### src/rtl/muldiv_arbiter_pkg.sv
// Shared configuration for the mul/div arbiter: widths, op and FSM encodings.
package muldiv_arbiter_pkg;

    localparam int unsigned RW_DEFAULT = 16;

    typedef enum logic [1:0] {
        OpMul = 2'b00,
        OpDiv = 2'b01,
        OpMod = 2'b10,
        OpRsv = 2'b11
    } op_e;

    typedef enum logic [1:0] {
        StIdle  = 2'b00,
        StIssue = 2'b01,
        StWait  = 2'b10,
        StResp  = 2'b11
    } state_e;

endpackage

### src/rtl/arb_rr2.sv
// Two-way round-robin picker; the pointer advances past the winner only on an accept.
module arb_rr2 (
    input  logic       i_clk,
    input  logic       i_rst,
    input  logic [1:0] i_req,
    input  logic       i_accept,
    output logic [1:0] o_gnt,
    output logic       o_idx
);

    logic r_ptr;
    logic w_idx;

    // Favoured requester wins if it asks, otherwise the other one.
    always_comb begin
        w_idx = i_req[r_ptr] ? r_ptr : ~r_ptr;
        o_gnt = 2'b00;
        if (i_req[w_idx]) begin
            o_gnt = w_idx ? 2'b10 : 2'b01;
        end
    end

    assign o_idx = w_idx;

    // Pointer then favours the requester that just lost.
    always_ff @(posedge i_clk) begin
        if (i_rst) begin
            r_ptr <= 1'b0;
        end else if (i_accept) begin
            r_ptr <= ~w_idx;
        end
    end

endmodule

### src/rtl/muldiv_arbiter.sv
// Shares one mul/div unit between two requesters; owns one op at a time.
module muldiv_arbiter
    import muldiv_arbiter_pkg::*;
#(
    parameter int unsigned RW = RW_DEFAULT
) (
    input  logic          i_clk,
    input  logic          i_rst,
    input  logic [1:0]    i_req_valid,
    input  logic [3:0]    i_req_op,
    input  logic [2*RW-1:0] i_req_a,
    input  logic [2*RW-1:0] i_req_b,
    input  logic [1:0]    i_flush,
    output logic [1:0]    o_req_ready,
    output logic [1:0]    o_res_valid,
    output logic [RW-1:0] o_res_d,
    output logic [RW-1:0] o_md_a,
    output logic [RW-1:0] o_md_b,
    output logic          o_md_mul,
    output logic          o_md_div,
    output logic          o_md_mod,
    output logic          o_md_submit,
    output logic          o_md_flush,
    input  logic [RW-1:0] i_md_d,
    input  logic          i_md_busy
);

    state_e        r_state, w_state_nxt;
    op_e           r_op;
    logic [RW-1:0] r_a, r_b, r_res;
    logic          r_owner;

    logic [1:0]    w_gnt;
    logic          w_gnt_idx;
    logic          w_accept;
    logic          w_capture;
    logic          w_own_flush;
    op_e           w_sel_op;
    logic [RW-1:0] w_sel_a, w_sel_b;
    logic          w_bypass;
    logic [RW-1:0] w_bypass_res;
    logic          w_active;

    arb_rr2 u_arb (
        .i_clk    (i_clk),
        .i_rst    (i_rst),
        .i_req    (i_req_valid & ~i_flush),
        .i_accept (w_accept),
        .o_gnt    (w_gnt),
        .o_idx    (w_gnt_idx)
    );

    assign w_sel_op    = op_e'(w_gnt_idx ? i_req_op[3:2] : i_req_op[1:0]);
    assign w_sel_a     = w_gnt_idx ? i_req_a[2*RW-1:RW] : i_req_a[RW-1:0];
    assign w_sel_b     = w_gnt_idx ? i_req_b[2*RW-1:RW] : i_req_b[RW-1:0];
    assign w_own_flush = i_flush[r_owner];
    assign w_active    = (r_state != StIdle);

    // Ops the unit never sees: reserved, and div/mod by zero.
    always_comb begin
        w_bypass     = (w_sel_op == OpRsv) ||
                       (((w_sel_op == OpDiv) || (w_sel_op == OpMod)) && (w_sel_b == '0));
        w_bypass_res = '0;
        if (w_sel_op == OpDiv) begin
            w_bypass_res = '1;
        end else if (w_sel_op == OpMod) begin
            w_bypass_res = w_sel_a;
        end
    end

    // Next-state and strobe outputs.
    always_comb begin
        w_state_nxt = r_state;
        w_accept    = 1'b0;
        w_capture   = 1'b0;
        o_req_ready = 2'b00;
        o_res_valid = 2'b00;
        o_md_submit = 1'b0;
        o_md_flush  = 1'b0;
        case (r_state)
            StIdle: begin
                if (w_gnt != 2'b00) begin
                    w_accept    = 1'b1;
                    o_req_ready = w_gnt;
                    w_state_nxt = w_bypass ? StResp : StIssue;
                end
            end
            StIssue: begin
                if (w_own_flush) begin
                    o_md_flush  = 1'b1;
                    w_state_nxt = StIdle;
                end else begin
                    o_md_submit = 1'b1;
                    w_state_nxt = StWait;
                end
            end
            StWait: begin
                if (w_own_flush) begin
                    o_md_flush  = 1'b1;
                    w_state_nxt = StIdle;
                end else if (!i_md_busy) begin
                    w_capture   = 1'b1;
                    w_state_nxt = StResp;
                end
            end
            StResp: begin
                if (!w_own_flush) begin
                    o_res_valid = r_owner ? 2'b10 : 2'b01;
                end
                w_state_nxt = StIdle;
            end
            default: w_state_nxt = StIdle;
        endcase
    end

    // State, latched request and result registers.
    always_ff @(posedge i_clk) begin
        if (i_rst) begin
            r_state <= StIdle;
            r_op    <= OpMul;
            r_a     <= '0;
            r_b     <= '0;
            r_res   <= '0;
            r_owner <= 1'b0;
        end else begin
            r_state <= w_state_nxt;
            if (w_accept) begin
                r_op    <= w_sel_op;
                r_a     <= w_sel_a;
                r_b     <= w_sel_b;
                r_owner <= w_gnt_idx;
                r_res   <= w_bypass_res;
            end else if (w_capture) begin
                r_res <= i_md_d;
            end
        end
    end

    assign o_res_d  = r_res;
    assign o_md_a   = r_a;
    assign o_md_b   = r_b;
    assign o_md_mul = w_active && (r_op == OpMul);
    assign o_md_div = w_active && (r_op == OpDiv);
    assign o_md_mod = w_active && (r_op == OpMod);

endmodule

### config.mk
export PLATFORM = sky130hd
export DESIGN_NAME = muldiv_arbiter
export DESIGN_NICKNAME = d
export VERILOG_FILES = /design/src/rtl/muldiv_arbiter_pkg.sv /design/src/rtl/arb_rr2.sv /design/src/rtl/muldiv_arbiter.sv
export SDC_FILE = /design/constraint.sdc
export NUM_CORES = 1
export LEC_CHECK = 0
export CORE_MARGIN = 5
export CORE_UTILIZATION = 32
export DETAILED_ROUTE_END_ITERATION = 10
export PLACE_DENSITY = 0.67
export SLEW_MARGIN = 20
export SYNTH_ARGS = -nofsm -noshare
export SYNTH_HDL_FRONTEND = slang
export SYNTH_SLANG_ARGS = --single-unit
### constraint.sdc
create_clock -name i_clk -period 2.7 [get_ports i_clk]
set_clock_uncertainty 0.05 [all_clocks]
set_input_delay 0.54 -clock i_clk [delete_from_list [all_inputs] [get_ports i_clk]]
set_output_delay 0.54 -clock i_clk [all_outputs]
set_load 0.01 [all_outputs]
==> flow_metrics.py <==
metrics = {
    "route": {
        "firstDrtPassIters": 4,
        "detail_route.vias_per_cell": 4.894,
        "dr.first_iter.drc_count": 47,
        "routedWlPerCell_um": 16.08,
        "detail_route.drc_violations": 0,
        "drt-total-wl_um": 8988,
        "drt.antenna.violating_nets": 0,
        "via_count": 2736,
    },
    "synth": {
        "synth.yosys.warnings": 0,
        "syn_area_um2": 2977,
        "synthDominantAreaCellType": "sky130_fd_sc_hd__dfxtp_1",
        "synth_async_sr_flop_share_pct": 0,
        "syn_avg_cell_area_um2": 9.889,
        "combinational_family_with_the_most_area_after_synthesis": "compound AO/OA/AOI/OAI gates",
        "synth-seq-cells": 54,
        "synthDominantCellAreaShare_pct": 36.32,
        "synth_xor_area_share_pct": 0,
        "ys_types": 39,
        "ys.flop_type": "sky130_fd_sc_hd__dfxtp_1",
        "synth.mux.area_fraction_pct": 14.84,
        "post_synthesis_share_of_cell_area_spent_on_and_or_nand_and_nor_gates_pct": 19.25,
        "ys_seq_area_share_pct": 36.32,
        "count_of_flip_flops_with_a_built_in_enable_after_synthesis": 0,
        "synth-compound-area-share_pct": 20.43,
        "yosys.area_share.adder_pct": 2.942,
        "netlist_top_cells_area": "sky130_fd_sc_hd__dfxtp_1 (36%), sky130_fd_sc_hd__mux2i_1 (12%), sky130_fd_sc_hd__a211oi_1 (8.8%), sky130_fd_sc_hd__nor2_1 (5.0%), sky130_fd_sc_hd__a211oi_2 (4.6%)",
        "post_synth_inst_count": 301,
        "synth.net_count": 399,
    },
    "clock_network": {
        "clk_latency_ns": 0.30,
        "clk_pin_slew_worst_paths_ns": 0.09,
        "clock_path_buffers": 2,
        "total_clock_buffers_created_by_cts": 5,
        "htree_depth": 2,
        "ctsRootBufferMaster": "sky130_fd_sc_hd__clkbuf_8",
        "cts_tree": "done",
        "clkSinkCount": 54,
    },
    "worst_setup_path": {
        "cp.arrival_ns": 1.90,
        "crit_path_end_kind": "primary output",
        "r2r_setup_slack_ns": 0.45,
        "crit_type": "primary input to primary output",
        "worst-endpoint-required_ns": 2.11,
        "crit_fanout": 3,
        "worst_setup_path_start_kind": "primary input",
    },
    "sta": {
        "timing.final.crit_share_pct": 92.13,
        "grt_setup_unrepaired": "no",
        "slew_viol_final": 0,
        "hold-worst-slack_ns": 0.4500,
        "min_period_ns": 2.487,
        "hold_violations": 0,
        "setup_viol_count_final": 0,
        "worst_pin_slew_ns": 0.6147,
        "fmaxAchievable_ghz": 0.4020,
        "max_slew_margin_vs_limit_pct": 59.02,
    },
    "placement": {
        "port_buffers": 147,
        "finalWeightedCongestion": 0.7691,
        "post-dp-hpwl_um": 7076,
    },
    "global_route": {
        "antenna_found_initial": 0,
        "grt_pass1_vias": 2788,
        "groute.usage.overall_pct": 15.35,
        "grt_max_degree": 52,
        "globalRoute.totalOverflow": 0,
        "grt_pass1_wl_um": 13980,
    },
    "floorplan": {
        "floorplan.die.height_um": 106.4,
        "die_area_um2": 11330,
        "starting_density_of_the_core_pct": 32.52,
        "ios": 148,
        "number_of_cell_rows": 35,
        "floorplan.core_area_um2": 9153,
        "floorplan.die.width_um": 106.4,
    },
    "power_and_ir_drop": {
        "report.power.total_w": 0.002779,
        "max-vdd-ir-drop_mv": 0.2419,
        "leakagePower_nw": 1.941,
        "power.density_nw_per_um2": 594.8,
    },
    "final_layout": {
        "drive_above_1_share_pct": 12.50,
        "nNetsFinal": 546,
        "synth_to_layout_area_growth_pct": 56.96,
        "antennaDiodeCount": 0,
    },
    "job": {
        "number_of_max_cap_violations": 0,
    },
    "status": {
        "outcome": "completed",
    },
    "worst_hold_path": {
        "holdCritPathClass": "flop to flop",
    },
}
## registers in the layout, summed over array words and instances, names as in the netlist
name,cells
o_md_a,16
o_md_b,16
o_res_d,16
r_op,2
r_owner,1
r_state,2
u_arb.r_ptr,1
## synthesized netlist by cell type, types with 2 or more instances
cell type                  instances
sky130_fd_sc_hd__nor4_1            8
sky130_fd_sc_hd__mux2_2            3
sky130_fd_sc_hd__nor2b_1          17
sky130_fd_sc_hd__dfxtp_1          54
sky130_fd_sc_hd__mux2i_1          36
sky130_fd_sc_hd__o21ba_1          12
sky130_fd_sc_hd__a211oi_1         35
sky130_fd_sc_hd__nor3b_1           3
sky130_fd_sc_hd__buf_6             4
sky130_fd_sc_hd__clkbuf_1          8
sky130_fd_sc_hd__a21oi_1           4
sky130_fd_sc_hd__buf_2             9
sky130_fd_sc_hd__nor3_2           10
sky130_fd_sc_hd__nand2b_4          2
sky130_fd_sc_hd__inv_1             5
sky130_fd_sc_hd__ha_1              7
sky130_fd_sc_hd__and2_1            3
sky130_fd_sc_hd__mux2_1            3
sky130_fd_sc_hd__nor3_1            9
sky130_fd_sc_hd__nor2_1           40
sky130_fd_sc_hd__a211oi_2         11
## routing by layer
layer  vias to the layer above  part of all wire [%]  routed length (µm)  GRT usage (%)
met5                         -                     0                   0              0
li1                       1389                     -                   -              -
met1                      1261                    42                3755          18.68
met4                         0                  0.75                  67          3.014
met3                         8                   7.5                 674          5.222
met2                        78                    50                4490          26.43
## through the flow
stage	std cells	setup WS, ns	cell area [µm²]	util (%)	setup TNS [ns]
after global routing	559	0.1382	4672	51.05	0
after detailed placement	550	-0.05199	4568	49.91	-0.5054
after floorplan	301	0.3090	2977	-	0
after global placement	550	0.0003797	4568	49.91	0
final	559	0.2126	4672	51.05	0
after CTS	559	0.02658	4659	50.91	0
## layout make-up
class / instances / area [µm²]
Clock buffer: 7 / 76.32
Fill cell: 861 / 4481
Inverter: 5 / 18.77
Multi-Input combinational cell: 217 / 1720
Sequential cell: 54 / 1081
Tap cell: 111 / 138.9
Timing Repair Buffer: 165 / 1637
## timing repair
| action | CTS | global route |
|---|---|---|
| resized for setup | 0 | 5 |
| cloned | 0 | 0 |
| setup buffers | 2 | 0 |
| setup endpoints to repair | 1 | 4 |
| pin swaps | 1 | 0 |
| hold buffers | 0 | 0 |
## where the power goes
group	internal [W]	switching, W
sequential	0.000947	0.0000845
clock	0.000179	0.000245
combinational	0.000726	0.000597
total	0.00185	0.000927
## cell usage in the layout, fill, tap and decap left out, types with 2 or more instances in the layout
master                            instances
sky130_fd_sc_hd__nor3_2                  10
sky130_fd_sc_hd__nor3b_1                  3
sky130_fd_sc_hd__nor2_1                  40
sky130_fd_sc_hd__a211oi_1                35
sky130_fd_sc_hd__mux2_1                   3
sky130_fd_sc_hd__a211oi_2                11
sky130_fd_sc_hd__dlymetal6s2s_1           4
sky130_fd_sc_hd__ha_1                     6
sky130_fd_sc_hd__buf_12                   2
sky130_fd_sc_hd__nand2b_4                 2
sky130_fd_sc_hd__dfxtp_1                 54
sky130_fd_sc_hd__and2_1                   3
sky130_fd_sc_hd__nor4_1                   8
sky130_fd_sc_hd__mux2_2                   3
sky130_fd_sc_hd__clkbuf_8                 5
sky130_fd_sc_hd__clkdlybuf4s50_1        142
sky130_fd_sc_hd__a21oi_1                  4
sky130_fd_sc_hd__o21ba_1                 12
sky130_fd_sc_hd__mux2i_1                 36
sky130_fd_sc_hd__clkbuf_1                 2
sky130_fd_sc_hd__nor3_1                   9
sky130_fd_sc_hd__buf_4                   16
sky130_fd_sc_hd__nor2b_1                 17
sky130_fd_sc_hd__inv_1                    5
## worst max-delay path: stages
cell                              delay [ns]
sky130_fd_sc_hd__clkdlybuf4s50_1        0.46
sky130_fd_sc_hd__buf_4                  0.16
sky130_fd_sc_hd__nor3b_1                0.17
sky130_fd_sc_hd__clkdlybuf4s50_1        0.56
## kinds of logic after synthesis
| family | Yosys count |
|---|---|
| AND/OR/NAND/NOR | 98 |
| multiplexers | 43 |
| flip-flops | 54 |
| buffers and inverters | 30 |
| adder cells (fa/ha/maj) | 7 |
| AO/OA/AOI/OAI | 69 |
## worst paths after layout
check | startpoint | end | cells past startpoint
setup / recovery | i_flush[0] | o_res_valid[0] | 4
hold reg to reg | o_md_b[4]$_SDFFE_PP0P_ | o_md_b[4]$_SDFFE_PP0P_ | 2
hold / removal | o_md_b[4]$_SDFFE_PP0P_ | o_md_b[4]$_SDFFE_PP0P_ | 2
setup reg to reg | r_state[0]$_SDFFE_PP0P_ | o_res_d[10]$_SDFFE_PP0P_ | 8
Note: power is estimated with default switching activity, not from simulation.
